<file path="src/rtl/fb_scanout_reader.sv">
// 720p scan-out reader for the 4-bit framebuffer: raster timing, sequential BRAM addressing and
// pixel expansion. Define FB_PSEUDOCOLOR_EN to replace the gray ramp with a pseudocolor palette.
module fb_scanout_reader #(
  parameter int H_RES  = 1280,
  parameter int V_RES  = 720,
  parameter int H_FP   = 110,
  parameter int H_SYNC = 40,
  parameter int H_BP   = 220,
  parameter int V_FP   = 5,
  parameter int V_SYNC = 5,
  parameter int V_BP   = 20,
  parameter int RD_LAT = 2,
  parameter int ADDR_W = 20
) (
  input  logic              clk,
  input  logic              rst,
  input  logic              en,
  output logic              rd_en,
  output logic [ADDR_W-1:0] rd_addr,
  input  logic [3:0]        rd_data,
  output logic [7:0]        o_red,
  output logic [7:0]        o_green,
  output logic [7:0]        o_blue,
  output logic              o_hsync,
  output logic              o_vsync,
  output logic              o_de,
  output logic              o_frame_start
);

  localparam int H_TOTAL = H_RES + H_FP + H_SYNC + H_BP;
  localparam int V_TOTAL = V_RES + V_FP + V_SYNC + V_BP;
  localparam int HW      = $clog2(H_TOTAL);
  localparam int VW      = $clog2(V_TOTAL);

  localparam logic [HW-1:0] H_LAST = HW'(H_TOTAL - 1);
  localparam logic [HW-1:0] H_ACT  = HW'(H_RES);
  localparam logic [HW-1:0] HS_BEG = HW'(H_RES + H_FP);
  localparam logic [HW-1:0] HS_END = HW'(H_RES + H_FP + H_SYNC);
  localparam logic [VW-1:0] V_LAST = VW'(V_TOTAL - 1);
  localparam logic [VW-1:0] V_ACT  = VW'(V_RES);
  localparam logic [VW-1:0] VS_BEG = VW'(V_RES + V_FP);
  localparam logic [VW-1:0] VS_END = VW'(V_RES + V_FP + V_SYNC);

  typedef enum logic {IDLE, RUN} state_t;

  typedef struct packed {
    logic de;
    logic hsync;
    logic vsync;
    logic frame_start;
  } timing_t;

  state_t            state_q, state_d;
  logic [HW-1:0]     hcnt;
  logic [VW-1:0]     vcnt;
  logic [ADDR_W-1:0] addr_q;
  logic              frame_last;
  timing_t           raw;
  timing_t [RD_LAT:0] dl;
  logic [3:0]        pix_q;
  logic [7:0]        red_c, green_c, blue_c;

  assign frame_last = (state_q == RUN) && (hcnt == H_LAST) && (vcnt == V_LAST);

  // en only matters on the last clock of a frame, so a frame in progress always completes.
  always_comb begin
    // NOTE: every always_comb output gets a default first; a missed branch would infer a latch.
    state_d = state_q;
    case (state_q)
      IDLE:    if (en) state_d = RUN;
      RUN:     if (frame_last && !en) state_d = IDLE;
      default: state_d = IDLE;
    endcase
  end

  always_comb begin
    raw = '0;
    if (state_q == RUN) begin
      raw.de          = (hcnt < H_ACT) && (vcnt < V_ACT);
      raw.hsync       = (hcnt >= HS_BEG) && (hcnt < HS_END);
      raw.vsync       = (vcnt >= VS_BEG) && (vcnt < VS_END);
      raw.frame_start = (hcnt == '0) && (vcnt == '0);
    end
  end

  // NOTE: sequential state is written with non-blocking assignments only, so every register
  // samples pre-edge values regardless of statement order.
  always_ff @(posedge clk or negedge rst) begin
    if (!rst) begin
      state_q <= IDLE;
      hcnt    <= '0;
      vcnt    <= '0;
      addr_q  <= '0;
    end else begin
      state_q <= state_d;
      if (state_q != RUN) begin
        hcnt   <= '0;
        vcnt   <= '0;
        addr_q <= '0;
      end else begin
        if (hcnt == H_LAST) begin
          hcnt <= '0;
          vcnt <= (vcnt == V_LAST) ? '0 : vcnt + 1'b1;
        end else begin
          hcnt <= hcnt + 1'b1;
        end
        // Running address replaces sx + sy*H_RES; it rewinds exactly where the raster wraps.
        if (frame_last)  addr_q <= '0;
        else if (raw.de) addr_q <= addr_q + 1'b1;
      end
    end
  end

  // Timing flags travel RD_LAT+1 stages: RD_LAT for the BRAM plus one for the pixel register.
  always_ff @(posedge clk or negedge rst) begin
    // NOTE: the delay line and pixel register take the async reset because they drive the
    // sync and colour pins directly; a plain data pipeline would not need it.
    if (!rst) begin
      dl    <= '0;
      pix_q <= '0;
    end else begin
      dl    <= {dl[RD_LAT-1:0], raw};
      pix_q <= rd_data;
    end
  end

`ifdef FB_PSEUDOCOLOR_EN
  always_comb begin
    red_c   = {pix_q, pix_q};
    green_c = {~pix_q, ~pix_q};
    blue_c  = {8{pix_q[3]}};
  end
`else
  assign red_c   = {pix_q, pix_q};
  assign green_c = red_c;
  assign blue_c  = red_c;
`endif

  assign rd_en         = raw.de;
  assign rd_addr       = addr_q;
  assign o_de          = dl[RD_LAT].de;
  assign o_hsync       = dl[RD_LAT].hsync;
  assign o_vsync       = dl[RD_LAT].vsync;
  assign o_frame_start = dl[RD_LAT].frame_start;
  assign o_red         = o_de ? red_c   : 8'h00;
  assign o_green       = o_de ? green_c : 8'h00;
  assign o_blue        = o_de ? blue_c  : 8'h00;

endmodule

</file>
<file path="config.mk">
export PLATFORM = sky130hd
export DESIGN_NAME = fb_scanout_reader
export DESIGN_NICKNAME = d
export VERILOG_FILES = /design/src/rtl/fb_scanout_reader.sv
export SDC_FILE = /design/constraint.sdc
export NUM_CORES = 1
export LEC_CHECK = 0
export ABC_AREA = 1
export CORE_AREA = 2 2 80 82
export CTS_CLUSTER_DIAMETER = 40
export DETAILED_ROUTE_END_ITERATION = 16
export DIE_AREA = 0 0 82 84
export PLACE_DENSITY_LB_ADDON = 0.3
export SYNTH_ARGS = -nofsm -noshare
export SYNTH_HDL_FRONTEND = slang
export SYNTH_SLANG_ARGS = --single-unit
</file>
<file path="constraint.sdc">
create_clock -name clk -period 1.9 [get_ports clk]
set_clock_uncertainty 0.1 [all_clocks]
set_input_delay 0.475 -clock clk [delete_from_list [all_inputs] [get_ports clk]]
set_output_delay 0.475 -clock clk [all_outputs]
set_load 0.02 [all_outputs]
</file>
* After elaboration in Yosys (flattened, before gate mapping)
Index checks and enable logic that the tools add are counted.
** Operators by class
- Bitwise operators :: 1
- Equal/unequal tests :: 4
- Multiplexer cells :: 13
- Add/subtract/negate cells :: 3
- $lt $le $gt $ge :: 6
- Reduce and logical (&&, ||, !) cells :: 10
** Operator list (count)
- $mux 20 :: 3
- $mux 10 :: 3
- $lt 11x11->1 const B :: 2
- $mux 11 :: 2
- $add 20x1->20 const B :: 1
- $lt 10x10->1 const B :: 2
- $add 11x1->11 const B :: 1
- $eq 11x11->1 const B :: 1
- $ge 11x11->1 const B :: 1
- $logic_not 11->1 :: 1
- $add 10x1->10 const B :: 1
- $eq 10x10->1 const B :: 1
- $ge 10x10->1 const B :: 1
- $logic_not 10->1 :: 1
- $mux 8 :: 1
- $logic_and 1x1->1 :: 7
- $mux 4 :: 1
- $ne 3x1->1 const B :: 1
- $mux 1 :: 2
- $ne 2x1->1 const B :: 1
- $pmux 1 s2 :: 1
- $logic_not 1->1 :: 1
- $not 1->1 :: 1
** Storage, ports and cells
- Bits of input ports :: 7
- Register bits after elaboration :: 58
- Output and inout bits :: 49

* Longest topological paths before layout
Gate-level depths: netlist of run 1.
- Depth in word-level cells :: 6
- Gate-level depth with buffers :: 10

* Worst setup path after synthesis of run 1
OpenSTA, ideal clock, no wires.
- Kind :: register -> register
- From :: reg addr_q[0] (netlist: rd_addr[0])
- To :: reg addr_q[18] (netlist: rd_addr[18])
- Stages on the path, launching flop included :: 11
- Period minus slack after synthesis :: 1693 ps
- Buffers on the path :: 0
- Data arrival time :: 1473 ps
- Library setup time :: 119 ps
- Path slack :: 207 ps
- Cells stage by stage :: dfrtp_1 ha_1 nand2_1 nor2_2 nand2_1 nor2_2 inv_1 nor2_1 nand3_1 nand2_1 nor2_1
** On the way
- Cells in the longest elaborated chain, start to end :: 4
** RTL lines
- from (decl) :: line 56 : logic [ADDR_W-1:0] addr_q;
- from (signal assigned) :: line 109 : else if (raw.de) addr_q <= addr_q + 1'b1;
- $add 20x1->20 :: line 109
- $mux 20 :: line 109
- $mux 20 :: line 108 : if (frame_last) addr_q <= '0;
- $mux 20 :: line 96 : if (state_q != RUN) begin
Every way passes these cells. The select of a mux whose other input is x is not followed.
A chain may end at the register's enable or synchronous reset.

* Worst setup path in the final report of run 1
- From :: reg vcnt[1]
- To :: reg state_q
** On the way
- Cells in the longest elaborated chain, start to end :: 5
** RTL lines
- from (decl) :: line 55 : logic [VW-1:0] vcnt;
- from (signal assigned) :: line 103 : vcnt <= (vcnt == V_LAST) ? '0 : vcnt + 1'b1;
- $eq 10x10->1 :: line 63 : assign frame_last = (state_q == RUN) && (hcnt == H_LAST) && (vcnt == V_LAST);
- $logic_and 1x1->1 :: line 63
- $logic_and 1x1->1 :: line 71 : RUN: if (frame_last && !en) state_d = IDLE;
- $mux 1 :: line 71
- $pmux 1 s2 :: line 69 : case (state_q)
- named net state_d :: line 53 : state_t state_q, state_d;
- to (signal assigned) :: line 95 : state_q <= state_d;
- to (decl) :: line 53
The timed path passes the listed nets, and every way through them passes these cells.

==> results of run 1 <==
-- critical path, delay by kind of cell (launching register included) --
| family | cells | cell delay (ps) |
|---|---|---|
| simple gates | 6 | 890 |
| flops | 1 | 390 |
| fa+ha+maj | 1 | 200 |
| buf+inv | 1 | 140 |
-- placed cells by master, fill, tap and decap left out, drive strengths merged, types with 2 or more instances in the layout --
| cell | instances |
|---|---|
| nand2 | 92 |
| dfrtp | 58 |
| nor2 | 53 |
| inv | 46 |
| clkbuf | 35 |
| nand3 | 29 |
| buf | 21 |
| dlygate4sd2 | 20 |
| o21ai | 17 |
| a21oi | 12 |
| nor3 | 11 |
| xor2 | 9 |
| nand4 | 9 |
| ha | 8 |
| clkdlybuf4s50 | 8 |
| nor4 | 3 |
| o22ai | 3 |
| clkinv | 3 |
| xnor2 | 2 |
-- registers in the layout (all words and copies together) (netlist names) --
| name | cells |
|---|---|
| rd_addr | 20 |
| pix_q | 4 |
| hcnt | 11 |
| o_vsync | 1 |
| o_frame_start | 1 |
| o_de | 1 |
| state_q | 1 |
| dl | 8 |
| o_hsync | 1 |
| vcnt | 10 |
-- path summary, 6_finish.rpt --
| check | from | to | depth (start not counted) |
|---|---|---|---|
| hold / removal | rst | rd_addr[12]$_DFFE_PN0P_ | 2 |
| setup / recovery | vcnt[1]$_DFFE_PN0P_ | state_q$_DFF_PN0_ | 8 |
| hold reg to reg | dl[0]$_DFF_PN0_ | dl[4]$_DFF_PN0_ | 0 |
| setup reg to reg | vcnt[1]$_DFFE_PN0P_ | state_q$_DFF_PN0_ | 8 |
| min in group clk | dl[0]$_DFF_PN0_ | dl[4]$_DFF_PN0_ | 0 |
| max in group asynchronous | rst | rd_addr[19]$_DFFE_PN0P_ | 2 |
-- cell type report --
type | instances | area, um^2 | share of cell area [%]
clock buffers | 11 | 151.4 | 4.017
clock inverters | 3 | 40.04 | 1.062
inverters | 47 | 176.4 | 4.681
multi-input cells | 256 | 1294 | 34.33
flip-flops and latches | 58 | 1451 | 38.51
well taps | 77 | 96.34 | 2.556
repair buffers | 74 | 559.3 | 14.84
-- per-stage QoR --
stage          setup WS, ps  hold slack, ps  power [mW]  util [%]
6_report              60.74           35.99       3.549     61.82
5_1_grt              -61.16           53.42       3.765     61.82
4_1_cts               11.65           37.01       3.567     62.87
3_5_place_dp         -72.63           236.4       2.525     60.63
3_3_place_gp         -62.63           234.7       2.492     60.63
2_1_floorplan         207.3           79.41       2.174         -
-- cell families (layout without fill, tap and decap cells) --
family | Yosys count | after routing | synth area share (%)
AOI/OAI and AO/OA | 36 | 36 | 6.384
xor gates and xnor gates | 11 | 11 | 3.111
adders and majority gates | 8 | 8 | 3.232
buffers and inverters | 72 | 135 | 11.84
DFF | 58 | 58 | 46.87
and+or+nand+nor | 201 | 201 | 28.57
-- where the power goes --
part           switching (mW)  internal, mW
sequential              0.195          1.40
combinational           0.526         0.309
clock                   0.459         0.658
total                    1.18          2.37
-- routing by layer --
| layer | GRT usage [%] | wire, um | vias to the layer above | share of wire [%] |
|---|---|---|---|---|
| met5 | 0 | 0 | - | 0 |
| met4 | 8.636 | 107 | 0 | 1.6 |
| met3 | 4.545 | 296 | 10 | 4.5 |
| li1 | - | - | 1337 | - |
| met2 | 32.45 | 3112 | 54 | 48 |
| met1 | 27.57 | 3000 | 1262 | 46 |
-- repair_timing --
| action | 4_1_cts | 5_1_grt |
|---|---|---|
| endpoints found under the setup margin | 45 | 45 |
| setup buffers | 0 | 1 |
| pin swaps | 0 | 1 |
| resized for setup | 51 | 54 |
| endpoints found under the hold margin | 0 | 0 |
==> flow_metrics.py, run 1 <==
metrics = {
    "global_routing": {
        "antenna_found_initial": 0,
        "grt_first_pass_wirelength_um": 11070,
        "grtUsageTotal_pct": 20.76,
        "grt_max_degree": 59,
        "grt_overflow": 0,
        "grt_pass1_vias": 2481,
    },
    "power": {
        "power_leakage_nw": 1.987,
        "ir_worst_vdd_mv": 0.6419,
        "powerDensity_nw_per_um2": 941.8,
    },
    "clocking": {
        "clk_pin_slew_worst_paths_ps": 70,
        "clockRootBuffer": "clkbuf_8",
        "cts_hold_buf": 0,
        "htree_levels": 3,
        "numClockSinks": 58,
        "clockBufferDepth": 2,
        "worstSkewPairLatency_ps": 340,
        "cts_tree": "done",
        "numCtsBuffers": 9,
    },
    "worst_setup_path": {
        "end_kind": "flop",
        "criticalPathCategory": "reg2reg",
        "slowest_stage": "dfrtp_1",
        "cp.required_ps": 2010,
        "max_stage_delay_ps": 390,
        "worstPathArrival_ps": 1950,
        "crit_path_frequent_cell": "nand2_2",
        "start_kind": "flop",
        "cp_max_fo": 13,
        "ff2ff_setup_slack_ps": 60,
        "cp_cell_sequence": "inv_1 > ha_1 > nand3_1 > nor2_1 > nand2_2 > nand2_1 > nand2_2 > or2_2",
    },
    "logic_synthesis": {
        "syn_area_um2": 3097,
        "synth_seq_cells": 58,
        "synth_top_area_share_pct": 46.87,
        "yosys.cell_count.top_type": "nand2_1",
        "synth-async-reset-ratio_pct": 100.0,
        "synth_top_cells_by_area": "dfrtp_1 47%, nand2_1 11%, nor2_1 5.9%",
        "synth_edf_count": 0,
        "synthCells": 386,
        "ys_warn_count": 0,
        "syn_nets": 401,
        "synthDistinctLibCells": 33,
        "ys.flop_type": "dfrtp_1",
        "synth_area_leader_cell": "dfrtp_1",
        "avgSynthCellArea_um2": 8.023,
        "ys_top_cells_by_count": "89 x nand2_1, 58 x dfrtp_1, 49 x nor2_1",
        "ys_seq_area_share_pct": 46.87,
    },
    "timing": {
        "worst_slew_pin_slew_ps": 437.6,
        "tns_ps": 0,
        "final_max_slew_viol_count": 0,
        "period_minus_slack_ps": 1839,
        "rsz0062_at_grt": "yes",
        "finalSetupViolCount": 0,
        "max_slew_margin_pct": 70.42,
        "fmax_mhz": 543.7,
        "post-route-period-util_pct": 96.80,
        "finalHoldViolCount": 0,
    },
    "detailed_routing": {
        "drc": 0,
        "avgViaCountPerCell": 5.063,
        "wl_um": 6517,
        "drt_iter0_drc": 143,
        "vias": 2663,
        "ant_nets": 0,
        "wl_per_cell_um": 12.39,
        "drt_first_pass_iters": 4,
    },
    "status": {
        "status": "finished clean",
    },
    "floorplanning": {
        "die_w_um": 82,
        "initial_core_util_pct": 50.80,
        "num_io_pins": 56,
        "dieArea_um2": 6888,
        "row_count": 29,
        "dieHeight_um": 84,
        "coreArea_um2": 6096,
    },
    "cells_and_area": {
        "final_area_um2": 3769,
        "diodes": 0,
        "drive_gt1_share_pct": 17.59,
        "area_growth_pct": 21.70,
        "fin_nets": 461,
        "n_fill_cell": 560,
        "fin_cells": 526,
    },
    "placement": {
        "postPlaceCellArea_um2": 3696,
        "dp.cells": 511,
        "numPortBuffers": 55,
        "place_congestion": 0.8925,
        "dpl.hpwl_um": 4669,
    },
    "hold_path": {
        "hp-class": "in2async",
    },
    "flow_run": {
        "maxCapViolations": 0,
    },
}
Note: power is estimated with default switching activity, not from simulation.
==> run 2: changes to the inputs <==
--- a/config.mk
+++ b/config.mk
@@ -6,10 +6,10 @@
 export NUM_CORES = 1
 export LEC_CHECK = 0
 export ABC_AREA = 1
-export CORE_AREA = 2 2 80 82
+export CORE_AREA = 2 2 82 84
 export CTS_CLUSTER_DIAMETER = 40
 export DETAILED_ROUTE_END_ITERATION = 16
-export DIE_AREA = 0 0 82 84
+export DIE_AREA = 0 0 84 86
 export PLACE_DENSITY_LB_ADDON = 0.3
 export SYNTH_ARGS = -nofsm -noshare
 export SYNTH_HDL_FRONTEND = slang
==> constraint.sdc (replaced) <==
create_clock -name clk -period 1.8 [get_ports clk]
set_clock_uncertainty 0.1 [all_clocks]
set_input_delay 0.45 -clock clk [delete_from_list [all_inputs] [get_ports clk]]
set_output_delay 0.45 -clock clk [all_outputs]
set_load 0.02 [all_outputs]
==> flow_metrics.py, run 2 (same netlist as run 1, synthesis figures left out) <==
metrics = {
    "global_routing": {
        "grt_overflow": 0,
        "grt_pass1_vias": 2579,
        "grtUsageTotal_pct": 20.34,
        "antenna_found_initial": 0,
        "grt_max_degree": 30,
        "grt_first_pass_wirelength_um": 11740,
    },
    "floorplanning": {
        "num_io_pins": 56,
        "dieHeight_um": 86,
        "initial_core_util_pct": 49.33,
        "coreArea_um2": 6277,
        "row_count": 29,
        "dieArea_um2": 7224,
        "die_w_um": 84,
    },
    "clocking": {
        "cts_tree": "done",
        "clockBufferDepth": 2,
        "numClockSinks": 58,
        "numCtsBuffers": 9,
        "clockRootBuffer": "clkbuf_8",
        "clk_pin_slew_worst_paths_ps": 70,
        "worstSkewPairLatency_ps": 330,
        "htree_levels": 3,
    },
    "detailed_routing": {
        "ant_nets": 0,
        "wl_per_cell_um": 12.87,
        "drt_first_pass_iters": 5,
        "drt_iter0_drc": 142,
        "vias": 2783,
        "drc": 0,
        "wl_um": 6963,
        "avgViaCountPerCell": 5.144,
    },
    "power": {
        "powerDensity_nw_per_um2": 991.7,
        "total_power_mw": 3.963,
        "ir_worst_vdd_mv": 0.6448,
        "power_leakage_nw": 2.077,
    },
    "cells_and_area": {
        "area_growth_pct": 29.05,
        "final_core_util_pct": 63.66,
        "fin_nets": 474,
        "layout_common_cells": "86 x nand2_1, 58 x dfrtp_1, 46 x nor2_1",
        "diodes": 0,
        "final_common_cell": "nand2_1",
        "drive_gt1_share_pct": 22.41,
        "fin_cells": 541,
        "register_area_um2": 1451,
        "multiInputGateArea_um2": 1321,
        "largest_reg_flops": 20,
        "final_area_um2": 3996,
        "n_fill_cell": 559,
    },
    "timing": {
        "fin_hold_ws_ps": 253.8,
        "fmax_mhz": 543.1,
        "tns_ps": -41.43,
        "worst_slew_pin_slew_ps": 443.8,
        "post-route-period-util_pct": 102.3,
        "finalSetupViolCount": 1,
        "period_minus_slack_ps": 1841,
        "max_slew_margin_pct": 70.41,
        "fin_ws_ps": -41.43,
        "rsz0062_at_grt": "yes",
        "final_max_slew_viol_count": 0,
        "finalHoldViolCount": 0,
    },
    "worst_setup_path": {
        "worstPathArrival_ps": 1290,
        "end_kind": "output port",
        "cp.required_ps": 1250,
        "cp_max_fo": 2,
        "criticalPathCategory": "reg2out",
        "start_kind": "flop",
    },
    "placement": {
        "dp.cells": 520,
        "numPortBuffers": 55,
        "place_congestion": 0.8909,
        "place_ws_ps": -228.4,
        "dpl.hpwl_um": 4972,
        "postPlaceCellArea_um2": 3764,
    },
    "flow_run": {
        "maxCapViolations": 0,
    },
    "status": {
        "status": "finished with violations",
        "violations": "negative setup slack",
    },
    "hold_path": {
        "hp-class": "reg2reg",
    },
}
-- run 2: worst max-delay path, stage by stage (launching register included) --
cell and delay (ps):
dfrtp_1 390, o21ai_1 170, nand2_1 80, nor2_2 180, buf_6 140
-- run 2: metal layers --
layer | wire (um) | part of all wire [%] | track usage [%]
met5 | 0 | 0 | 0
met4 | 100 | 1.4 | 7.918
met3 | 363 | 5.2 | 5.197
met2 | 3364 | 48 | 32.58
met1 | 3134 | 45 | 26.70
-- run 2: final timing paths --
| path | slack (ps) | cells past startpoint | to | from |
|---|---|---|---|---|
| worst max-delay path | -40 | 4 | rd_en | hcnt[9]$_DFF_PN0_ |
| worst min-delay path | 250 | 0 | dl[6]$_DFF_PN0_ | dl[2]$_DFF_PN0_ |
| worst min register to register | 250 | 0 | dl[6]$_DFF_PN0_ | dl[2]$_DFF_PN0_ |
| max in group asynchronous | 540 | 3 | vcnt[8]$_DFFE_PN0P_ | rst |
| min in group asynchronous | 490 | 2 | rd_addr[4]$_DFFE_PN0P_ | rst |
| worst max register to register | 60 | 8 | rd_addr[8]$_DFFE_PN0P_ | hcnt[9]$_DFF_PN0_ |
-- run 2: power by group --
group | switching [mW] | internal [mW]
Sequential | 0.184 | 1.48
Combinational | 0.579 | 0.372
Clock | 0.558 | 0.790
Total | 1.32 | 2.64
-- run 2: area by class of cell --
| cell class | instances | area share, % |
|---|---|---|
| Timing Repair Buffer | 87 | 18.03 |
| Sequential cell | 58 | 36.32 |
| Clock buffer | 9 | 3.100 |
| Inverter | 47 | 4.508 |
| Clock inverter | 7 | 2.567 |
| Tap cell | 77 | 2.411 |
| Multi-Input combinational cell | 256 | 33.06 |
-- run 2: repair_timing --
action / CTS / global route
pin swaps: 1 / 2
endpoints found under the setup margin: 49 / 49
gates resized for setup: 107 / 26
setup buffers: 0 / 4
hold buffers: 1 / 0
endpoints found under the hold margin: 16 / 0
